[src/rtl/branch_ctrl.sv]
// Branch decode/resolution between fetch and ID: combinational same-cycle controls, NZCV register, one-cycle squash after a taken branch.
// No backpressure; BL link support is enabled by defining BR_LINK_EN.
module branch_ctrl (
   input  logic        clk,
   input  logic        rst,
   input  logic [31:0] instruction,
   input  logic        rt_zero,
   input  logic        flag_wr,
   input  logic        n_in,
   input  logic        z_in,
   input  logic        c_in,
   input  logic        v_in,
   output logic        BrTaken,
   output logic        UncondBr,
   output logic [18:0] CondAddr19,
   output logic [25:0] BrAddr26,
   output logic        inst_valid,
   output logic [3:0]  flags,
   output logic        link_we
);

   typedef enum logic [1:0] {IDLE = 2'd0, RUN = 2'd1, SQUASH = 2'd2} state_t;

   state_t     state, state_nxt;
   logic [3:0] flags_new;
   logic [3:0] flags_eff;
   logic       n, z, c, v;
   logic       cond_ok;
   logic       is_b, is_cbz, is_cbnz, is_bcond;
`ifdef BR_LINK_EN
   logic       is_bl;
   assign is_bl = (instruction[31:26] == 6'b100101);
`endif

   assign flags_new = {n_in, z_in, c_in, v_in};
   // A flag write in the same cycle bypasses the register for B.cond
   assign flags_eff = flag_wr ? flags_new : flags;
   assign {n, z, c, v} = flags_eff;

   assign is_b     = (instruction[31:26] == 6'b000101);
   assign is_cbz   = (instruction[31:24] == 8'b10110100);
   assign is_cbnz  = (instruction[31:24] == 8'b10110101);
   assign is_bcond = (instruction[31:24] == 8'b01010100);

   always_comb begin
      cond_ok = 1'b0;
      case (instruction[3:0])
         4'b0000: cond_ok = z;
         4'b0001: cond_ok = !z;
         4'b0010: cond_ok = c;
         4'b0011: cond_ok = !c;
         4'b0100: cond_ok = n;
         4'b0101: cond_ok = !n;
         4'b1010: cond_ok = (n == v);
         4'b1011: cond_ok = (n != v);
         4'b1100: cond_ok = !z && (n == v);
         4'b1101: cond_ok = z || (n != v);
         4'b1110: cond_ok = 1'b1;
         default: cond_ok = 1'b0;
      endcase
   end

   always_ff @(posedge clk or negedge rst) begin
      if (!rst) state <= IDLE;
      else      state <= state_nxt;
   end

   always_ff @(posedge clk or negedge rst) begin
      if (!rst)         flags <= 4'b0000;
      else if (flag_wr) flags <= flags_new;
   end

   always_comb begin
      state_nxt  = state;
      BrTaken    = 1'b0;
      UncondBr   = 1'b0;
      CondAddr19 = 19'd0;
      BrAddr26   = 26'd0;
      inst_valid = 1'b0;
      link_we    = 1'b0;
      case (state)
         IDLE:   state_nxt = RUN;
         SQUASH: state_nxt = RUN;
         RUN: begin
            inst_valid = 1'b1;
            CondAddr19 = instruction[23:5];
            BrAddr26   = instruction[25:0];
            if (is_b) begin
               BrTaken  = 1'b1;
               UncondBr = 1'b1;
            end
`ifdef BR_LINK_EN
            else if (is_bl) begin
               BrTaken  = 1'b1;
               UncondBr = 1'b1;
               link_we  = 1'b1;
            end
`endif
            else if (is_cbz)   BrTaken = rt_zero;
            else if (is_cbnz)  BrTaken = !rt_zero;
            else if (is_bcond) BrTaken = cond_ok;
            // The PC+4 instruction arriving next cycle is on the wrong path
            if (BrTaken) state_nxt = SQUASH;
         end
         default: state_nxt = IDLE;
      endcase
   end

endmodule
[config.mk]
export PLATFORM = sky130hd
export DESIGN_NAME = branch_ctrl
export DESIGN_NICKNAME = d
export VERILOG_FILES = /design/src/rtl/branch_ctrl.sv
export SDC_FILE = /design/constraint.sdc
export NUM_CORES = 1
export LEC_CHECK = 0
export CAP_MARGIN = 20
export CORE_MARGIN = 5
export CORE_UTILIZATION = 28
export CTS_BUF_LIST = sky130_fd_sc_hd__clkbuf_4 sky130_fd_sc_hd__clkbuf_8
export CTS_CLUSTER_SIZE = 20
export DETAILED_ROUTE_END_ITERATION = 8
export HOLD_SLACK_MARGIN = 0.05
export PLACE_DENSITY = 0.85
export SLEW_MARGIN = 20
export SYNTH_ARGS = -nofsm -noshare
export SYNTH_HDL_FRONTEND = slang
export SYNTH_SLANG_ARGS = --single-unit
[constraint.sdc]
create_clock -name clk -period 2.16 [get_ports clk]
set_input_delay 0.324 -clock clk [delete_from_list [all_inputs] [get_ports clk]]
set_output_delay 0.324 -clock clk [all_outputs]
set_load 0.05 [all_outputs]
==> out/metrics.cfg, run 1 <==
[status]
status=finished, violations left
violations=setup timing

[power_and_ir_drop]
p_leak_nw=1.01
ir_drop_uv=493
p_total_w=0.000916
p_per_area_nw_per_um2=400

[logic_synthesis]
ys_ff_latch=6
synth_ff_type=dfrtp_1
synthTopCellsByArea=and2_1, buf_4, dfrtp_1
synth-edff-count=0
ys_types=36
synthTopCellsByCount=and2_1, buf_4, dfrtp_1
synthArstFlopShare_pct=100
ys_seq_area_share_pct=18.0
syn-cell-area_um2=836
syn_inst=104
synth.most_common_cell=and2_1
synth_top_area_cell=and2_1
ys.warnings.count=0
synth_top_area_share_pct=19.5
synth_nets=144
syn_avg_cell_area_um2=8.04

[final_layout]
nets=232
ff_latch_area_um2=150
antenna_cells=0
multi_input_area_um2=562
fillCellCount=153
drive_gt1_share_pct=43.2
areaGrowthSynthToFinish_pct=174
final_util_pct=81.6

[routing]
antenna_left=0
wl_um=4110
wl_per_cell_um=18.6
drt_first_pass_iters=5
drc=0
drt_iter0_drc=19
viasPerCell=4.85
num_vias=1072

[setup_path]
path_max_fanout=4
arrival_ns=1.93
crit_type=in -> out
critPathCaptureType=output pin
crit_path_start_kind=input port
worstPathRequired_ns=1.84

[grt]
grt_pass1_wl_um=6190
grt_pass1_vias=1193
grt_usage_pct=19.3
grt_overflow=0
grt_max_degree=29
antenna_found_initial=0

[sta]
setup_viol=1
relSlewSlack_pct=66.4
period_needed_ns=2.25
rsz0062_at_grt=true
fin_crit_sh_pct=104
setup_ws_ns=-0.0929
hold_viol_final=0
max_freq_ghz=0.444
worst_pin_slew_ns=0.503
slew_viol_final=0
finClkSkew_ns=0.00325

[clocking]
cts_tree=done
root_buffer=clkbuf_4
cts_buffer_depth=2
cts_max_level=1
insertion_delay_ns=0.24
cts.sinks=6
clk_pin_slew_worst_paths_ns=0.04
numCtsBuffers=3

[die]
core-area_um2=2810
core.rowCount=19
start_util_pct=29.8
die_w_um=64.6
ioPinCount=93
die_y_um=64.6
die-area_um2=4180

[min_path]
min_path_type=in -> async

[place]
routabilityCongestion=0.849
dp_hpwl_um=3520
portBuffers=91

[flow_run]
cap_violations=0

[metrics by stage]
| stage | cell area (um2) | setup WS, ns | cells | hold WS, ns | TNS [ns] |
|---|---|---|---|---|---|
| finish | 2290 | -0.0929 | 221 | 0.323 | -0.0929 |
| global route | 2290 | -0.170 | 221 | 0.336 | -0.170 |
| CTS | 2280 | -0.0715 | 221 | 0.316 | -0.0715 |
| detailed placement | 2190 | -0.348 | 215 | 0.479 | -0.437 |
| global placement | 2190 | -0.319 | 215 | 0.465 | -0.319 |
| floorplan | 838 | -0.0183 | 104 | 0.0284 | -0.0183 |
[final timing paths]
path | start | end | slack (ns) | cells past startpoint
worst max-delay path | instruction[1] | BrTaken | -0.09 | 7
worst min-delay path | rst | flags[2]$_DFF_PN0_ | 0.32 | 1
worst max register to register | flags[3]$_DFF_PN0_ | state[1]$_DFFE_PN0P_ | 0.40 | 7
worst min register to register | state[1]$_DFFE_PN0P_ | state[0]$_DFFE_PN0P_ | 0.52 | 1
max in group asynchronous | rst | state[1]$_DFFE_PN0P_ | 1.62 | 1
min in group clk | state[1]$_DFFE_PN0P_ | state[0]$_DFFE_PN0P_ | 0.52 | 1
[cells in the final DEF, fill, tap and decap left out, types with 2 or more instances in the layout]
cell type         n
dlygate4sd2_1     8
xor2_2            2
clkdlybuf4s50_1  34
clkbuf_4          3
buf_4            16
nand2_1           3
dfrtp_1           6
nor2b_1           3
mux2_2            3
nor3_1            2
buf_12           48
nor2_1            5
and2_1           26
xor2_1            2
[layout make-up]
type | instances | share of cell area (%)
timing repair buffer | 108 | 66.1
multi-input combinational | 72 | 24.5
sequential | 6 | 6.56
tap | 31 | 1.69
clock buffer | 3 | 0.984
inverter | 1 | 0.164
[layer usage]
metal | global-route usage (%) | up-vias | wire [um] | share of wire, %
li1 | - | 507 | - | -
met1 | 16.9 | 496 | 1300 | 32
met2 | 42.7 | 61 | 2460 | 60
met3 | 2.59 | 8 | 257 | 6.2
met4 | 7.12 | 0 | 91 | 2.2
met5 | 0 | - | 0 | 0
[worst max-delay path: stages]
cell and delay [ns]:
clkdlybuf4s50_1 0.55, buf_4 0.15, o211ai_1 0.12, and4_1 0.24, or2_4 0.25, o311a_4 0.14
buf_12 0.15
[registers in the layout, indices dropped and copies added (netlist names)]
register / flops
flags: 4
state: 2
[power breakdown]
group | internal [W] | switching, W
logic | 0.000329 | 0.000358
clock network | 0.0000627 | 0.0000382
registers | 0.000121 | 0.00000835
total | 0.000512 | 0.000404
[timing repair]
action	in CTS	in global routing
endpoints found under the setup margin	1	2
buffers inserted	3	0
hold buffers	0	0
gates resized for setup	18	2
pin swaps	5	0
[kinds of logic (layout without fill, tap and decap cells)]
family / Yosys count / count (layout) / synth area share, %
other: 1 / 1 / 0.449
buffers and inverters: 26 / 112 / 21.7
and+or+nand+nor: 50 / 50 / 36.4
AOI/OAI and AO/OA: 12 / 12 / 12.3
DFF: 6 / 6 / 18.0
xor gates and xnor gates: 4 / 4 / 4.19
muxes: 5 / 5 / 7.04
(Power assumes the default switching activity.)
==> run 2: changes to the inputs <==
--- a/config.mk
+++ b/config.mk
@@ -13,6 +13,7 @@
 export DETAILED_ROUTE_END_ITERATION = 8
 export HOLD_SLACK_MARGIN = 0.05
 export PLACE_DENSITY = 0.85
+export REMOVE_ABC_BUFFERS = 1
 export SLEW_MARGIN = 20
 export SYNTH_ARGS = -nofsm -noshare
 export SYNTH_HDL_FRONTEND = slang
==> out/metrics.cfg, run 2 (same netlist as run 1, synthesis figures left out) <==
[sta]
relSlewSlack_pct=64.4  ; was 66.4%
finClkSkew_ns=0.00605  ; was 0.00325 ns
setup_ws_ns=-0.117  ; was -0.0929 ns
hold_viol_final=0  ; unchanged
period_needed_ns=2.28  ; was 2.25 ns
whs_ns=0.324  ; was 0.323 ns
rsz0062_at_grt=true  ; unchanged
slew_viol_final=0  ; unchanged
setup_viol=1  ; unchanged
worst_pin_slew_ns=0.533  ; was 0.503 ns
fin_setup_tns_ns=-0.117  ; was -0.0929 ns
max_freq_ghz=0.439  ; was 0.444 GHz
fin_crit_sh_pct=105  ; was 104%

[power_and_ir_drop]
ir_drop_uv=461  ; was 493 uV
p_seq_share_pct=13.8  ; was 14.1%
sw_frac_of_total_pct=43.7  ; was 44.1%
switching_power_w=0.000406  ; was 0.000404 W
p_leak_nw=1.06  ; was 1.01 nW
combPwrFrac_pct=75.8  ; was 74.9%
p_int_w=0.000524  ; was 0.000512 W
p_per_area_nw_per_um2=399  ; was 400 nW/um2
power_frac_clock_pct=10.4  ; was 11.0%
p_total_w=0.000930  ; was 0.000916 W

[die]
die_y_um=64.6  ; unchanged
core.rowCount=19  ; unchanged
start_util_pct=29.8  ; unchanged
core-area_um2=2810  ; unchanged
ioPinCount=93  ; unchanged
die-area_um2=4180  ; unchanged
die_w_um=64.6  ; unchanged

[clocking]
cts_max_level=1  ; unchanged
cts_buffer_depth=2  ; unchanged
cts.sinks=6  ; unchanged
numCtsBuffers=3  ; unchanged
root_buffer=clkbuf_4  ; unchanged
cts_tree=done  ; unchanged
clk_pin_slew_worst_paths_ns=0.05  ; was 0.04 ns
insertion_delay_ns=0.24  ; about the same

[setup_path]
arrival_ns=1.95  ; was 1.93 ns
crit_start=rt_zero  ; was instruction[1]
critPathCaptureType=output pin  ; unchanged
worstPathRequired_ns=1.84  ; about the same
slowest_stage=clkdlybuf4s50_1  ; unchanged
path_max_fanout=3  ; was 4
max_stage_delay_ns=0.44  ; was 0.55 ns
timing.rr.start=flags[3]$_DFF_PN0_  ; unchanged
worstPathCellList=clkdlybuf4s50_1 -> xor2_1 -> a31oi_1 -> nor3_2 -> a21o_1 -> o311a_1 -> buf_12  ; was clkdlybuf4s50_1 -> buf_4 -> o211ai_1 -> and4_1 -> or2_4 -> o311a_4 -> buf_12
crit_type=in -> out  ; unchanged
crit_path_start_kind=input port  ; unchanged

[routing]
drt_iter0_drc=16  ; was 19
num_vias=1085  ; was 1,072
drc=0  ; unchanged
wl_per_cell_um=19.0  ; was 18.6 um
viasPerCell=4.78  ; was 4.85
antenna_left=0  ; unchanged
drt_first_pass_iters=4  ; was 5
wl_um=4320  ; was 4110 um

[final_layout]
final_util_pct=83.1  ; was 81.6%
antenna_cells=0  ; unchanged
nets=238  ; was 232
drive_gt1_share_pct=44.4  ; was 43.2%
top_regs=flags x4, state x2  ; unchanged
regMostFlops=flags  ; unchanged
largest_reg_flops=4  ; unchanged
areaGrowthSynthToFinish_pct=179  ; was 174%
fillCellCount=150  ; was 153
final_common_cell=buf_12  ; unchanged
final_cell_mix=buf_12, clkdlybuf4s50_1, and2_1, buf_4  ; was buf_12, clkdlybuf4s50_1, and2_1, buf_4, dlygate4sd2_1

[status]
status=finished, violations left  ; unchanged
violations=setup timing  ; unchanged

[grt]
use_met1_pct=19.8  ; was 16.9%
grtUsageMet3_pct=2.94  ; was 2.59%
grtUsageMet2_pct=40.1  ; was 42.7%
grt_max_degree=17  ; was 29
grt_usage_pct=19.4  ; was 19.3%
grt_overflow=0  ; unchanged
gr-max-usage-layer=met2  ; unchanged
grt_pass1_vias=1165  ; was 1,193
antenna_found_initial=0  ; unchanged
grt_pass1_wl_um=6290  ; was 6190 um

[place]
portBuffers=91  ; unchanged
dp_hpwl_um=3560  ; was 3520 um
routabilityCongestion=0.833  ; was 0.849
preCtsSetupSlack_ns=-0.405  ; was -0.348 ns

[flow_run]
cap_violations=0  ; unchanged

[min_path]
min_path_type=in -> async  ; unchanged

-- run 2: path summary, 6_finish.rpt --
kind / slack, ns / depth (start not counted) / to
max in group asynchronous: 1.62 / 1 / flags[0]$_DFF_PN0_
worst max register to register: 0.08 / 10 / state[1]$_DFFE_PN0P_
worst min-delay path: 0.32 / 1 / state[0]$_DFFE_PN0P_
worst min register to register: 0.53 / 1 / state[0]$_DFFE_PN0P_
worst max-delay path: -0.12 / 7 / BrTaken
min in group clk: 0.52 / 2 / flags[0]$_DFF_PN0_
-- run 2: cell type report --
type	count	area (um2)	area share [%]
inverters	1	3.75	0.161
clock buffers	3	22.5	0.966
flip-flops and latches	6	150	6.44
multi-input cells	72	557	23.9
repair buffers	114	1560	66.9
well taps	31	38.8	1.66
-- run 2: what timing repair did --
action / CTS / global route
cloned: 0 / 0
buffers inserted: 6 / 1
endpoints found under the hold margin: 0 / 0
pin swaps: 5 / 1
endpoints found under the setup margin: 1 / 3
resized for setup: 14 / 4
hold buffers: 0 / 0
-- run 2: routing by layer --
metal  up-vias  wire [um]
met1       523       1480
met5         -          0
met3         8        161
met4         0         68
met2        35       2610
li1        519          -
-- run 2: power groups by stage --
stage | Clock [W] | Combinational [W] | Sequential, W
global route | 0.000116 | 0.000727 | 0.000129
CTS | 0.000100 | 0.000693 | 0.000128
floorplan | 0 | 0.000267 | 0.000155
detailed placement | 0 | 0.000678 | 0.000129
finish | 0.0000971 | 0.000705 | 0.000128
global placement | 0 | 0.000664 | 0.000128
-- run 2: worst max-delay path, delay by kind of cell --
family	cells	cell delay [ns]
AOI/OAI and AO/OA	3	0.78
xor gates and xnor gates	1	0.16
and+or+nand+nor	1	0.09
buffers and inverters	2	0.60
-- run 2: stage by stage --
| stage | cells | cell area, um2 |
|---|---|---|
| finish | 227 | 2330 |
| global route | 227 | 2330 |
| CTS | 226 | 2300 |
| detailed placement | 217 | 2210 |
| global placement | 217 | 2210 |
| floorplan | 79 | 658 |
==> run 3: changes to the inputs <==
--- a/config.mk
+++ b/config.mk
@@ -9,10 +9,11 @@
 export CORE_MARGIN = 5
 export CORE_UTILIZATION = 28
 export CTS_BUF_LIST = sky130_fd_sc_hd__clkbuf_4 sky130_fd_sc_hd__clkbuf_8
+export CTS_CLUSTER_DIAMETER = 80
 export CTS_CLUSTER_SIZE = 20
 export DETAILED_ROUTE_END_ITERATION = 8
 export HOLD_SLACK_MARGIN = 0.05
-export PLACE_DENSITY = 0.85
+export PLACE_DENSITY = 0.81
 export REMOVE_ABC_BUFFERS = 1
 export SLEW_MARGIN = 20
 export SYNTH_ARGS = -nofsm -noshare
==> out/metrics.cfg, run 3 (same netlist as run 1, synthesis figures left out) <==
[status]
status=finished, violations left  ; unchanged
violations=setup timing  ; unchanged

[power_and_ir_drop]
ir_drop_uv=387  ; was 461 uV
p_leak_nw=1.01  ; was 1.06 nW
p_per_area_nw_per_um2=408  ; was 399 nW/um2

[final_layout]
stdcell_count=221  ; was 227
final_cell_mix=buf_12, clkdlybuf4s50_1, and2_1, buf_4  ; unchanged
areaGrowthSynthToFinish_pct=172  ; was 179%
nets=232  ; was 238
fillCellCount=158  ; was 150
regMostFlops=flags  ; unchanged
final_common_cell=buf_12  ; unchanged
largest_reg_flops=4  ; unchanged
finalInstanceArea_um2=2270  ; was 2330 um2
top_regs=flags x4, state x2  ; unchanged
antenna_cells=0  ; unchanged
drive_gt1_share_pct=42.6  ; was 44.4%

[setup_path]
path_max_fanout=3  ; unchanged
crit_type=reg -> out  ; was in -> out
max_stage_delay_ns=0.42  ; was 0.44 ns
cp_top_family=compound AO/OA/AOI/OAI gates  ; unchanged
worstPathCellList=xor2_2 -> o32ai_2 -> o32a_1 -> mux2i_2 -> o311a_1 -> buf_12  ; was clkdlybuf4s50_1 -> xor2_1 -> a31oi_1 -> nor3_2 -> a21o_1 -> o311a_1 -> buf_12
crit_path_start_kind=flop  ; was input port
path_buf_inv=1  ; was 2
worst-path-stages=6  ; was 7
slowest_stage=dfrtp_1  ; was clkdlybuf4s50_1
rrSetupSlack_ns=0.27  ; was 0.08 ns
arrival_ns=2.02  ; was 1.95 ns
worstPathRequired_ns=1.84  ; about the same
reg2reg_depth=7  ; was 10
critPathCaptureType=output pin  ; unchanged

[routing]
drt_first_pass_iters=4  ; unchanged
drt_iter0_drc=36  ; was 16
wl_um=4730  ; was 4320 um
antenna_left=0  ; unchanged
viasPerCell=4.96  ; was 4.78
drc=0  ; unchanged
num_vias=1097  ; was 1,085
wl_per_cell_um=21.4  ; was 19.0 um

[place]
routabilityCongestion=0.844  ; was 0.833
dp_hpwl_um=4170  ; was 3560 um
portBuffers=91  ; unchanged
place_inst=216  ; was 217
place_area_um2=2200  ; was 2210 um2
preCtsSetupSlack_ns=-0.381  ; was -0.405 ns

[grt]
grt_usage_pct=23.0  ; was 19.4%
antenna_found_initial=0  ; unchanged
grt_overflow=0  ; unchanged
grt_pass1_wl_um=7110  ; was 6290 um
grt_pass1_vias=1180  ; was 1,165
grt_max_degree=17  ; unchanged

[die]
die-area_um2=4180  ; unchanged
ioPinCount=93  ; unchanged
core.rowCount=19  ; unchanged
start_util_pct=29.8  ; unchanged
die_y_um=64.6  ; unchanged
core-area_um2=2810  ; unchanged
die_w_um=64.6  ; unchanged

[clocking]
cts_max_level=1  ; unchanged
root_buffer=clkbuf_4  ; unchanged
cts_buffer_depth=2  ; unchanged
cts.sinks=6  ; unchanged
insertion_delay_ns=0.24  ; about the same
numCtsBuffers=3  ; unchanged
holdBufCountCts=0  ; unchanged
clk_pin_slew_worst_paths_ns=0.04  ; was 0.05 ns
cts_tree=done  ; unchanged

[sta]
hold_viol_final=0  ; unchanged
worst_pin_slew_ns=0.543  ; was 0.533 ns
setup_ws_ns=-0.179  ; was -0.117 ns
setup_viol=1  ; unchanged
max_freq_ghz=0.427  ; was 0.439 GHz
rsz0062_at_grt=true  ; unchanged
finClkSkew_ns=0.00145  ; was 0.00605 ns
slew_viol_final=0  ; unchanged
whs_ns=0.322  ; was 0.324 ns
fin_setup_tns_ns=-0.179  ; was -0.117 ns
period_needed_ns=2.34  ; was 2.28 ns
fin_crit_sh_pct=108  ; was 105%
relSlewSlack_pct=63.7  ; was 64.4%

[min_path]
min_path_type=in -> async  ; unchanged

[flow_run]
cap_violations=0  ; unchanged

==> run 3: cell types whose count changed in the layout (fill, tap and decap cells not counted), sizes merged <==
cell	delta
buf	-6
clkdlybuf4s50	+1
dlymetal6s2s	-1
==> run 3: timing repair <==
item                       4_1_cts  5_1_grt
setup endpoints to repair        1        1
gates resized for setup         15        1
pin swaps                        4        0
setup buffers                    2        0
==> run 3: cell type report <==
class	instances	area, um2	share of cell area [%]
Multi-Input combinational cell	72	547	24.1
Sequential cell	6	150	6.60
Timing Repair Buffer	108	1510	66.5
Clock buffer	3	22.5	0.991
Tap cell	31	38.8	1.71
Inverter	1	3.75	0.165
==> run 3: worst paths after layout <==
kind,start,end
worst min-delay path,rst,flags[1]$_DFF_PN0_
worst max register to register,flags[3]$_DFF_PN0_,state[1]$_DFFE_PN0P_
min in group clk,state[1]$_DFFE_PN0P_,state[0]$_DFFE_PN0P_
worst min register to register,state[1]$_DFFE_PN0P_,state[0]$_DFFE_PN0P_
max in group asynchronous,rst,flags[2]$_DFF_PN0_
worst max-delay path,flags[3]$_DFF_PN0_,BrTaken
==> run 3: metrics by stage <==
step                util, %  total power, W
floorplan                 -        0.000421
global placement       78.5        0.000794
detailed placement     78.5        0.000811
CTS                    80.9        0.000930
global route           81.0        0.000962
finish                 81.0        0.000927
==> run 3: report_power, final <==
group,switching (W),internal [W]
Sequential,0.00000903,0.000121
Clock,0.0000385,0.0000627
Combinational,0.000364,0.000332
Total,0.000411,0.000516
==> run 3: metal layers <==
| layer | vias up | global-route usage (%) | routed length, um |
|---|---|---|---|
| met5 | - | 0 | 0 |
| met4 | 0 | 11.6 | 203 |
| met3 | 12 | 6.22 | 449 |
| met2 | 71 | 42.1 | 2390 |
| met1 | 509 | 24.0 | 1680 |
| li1 | 505 | - | - |
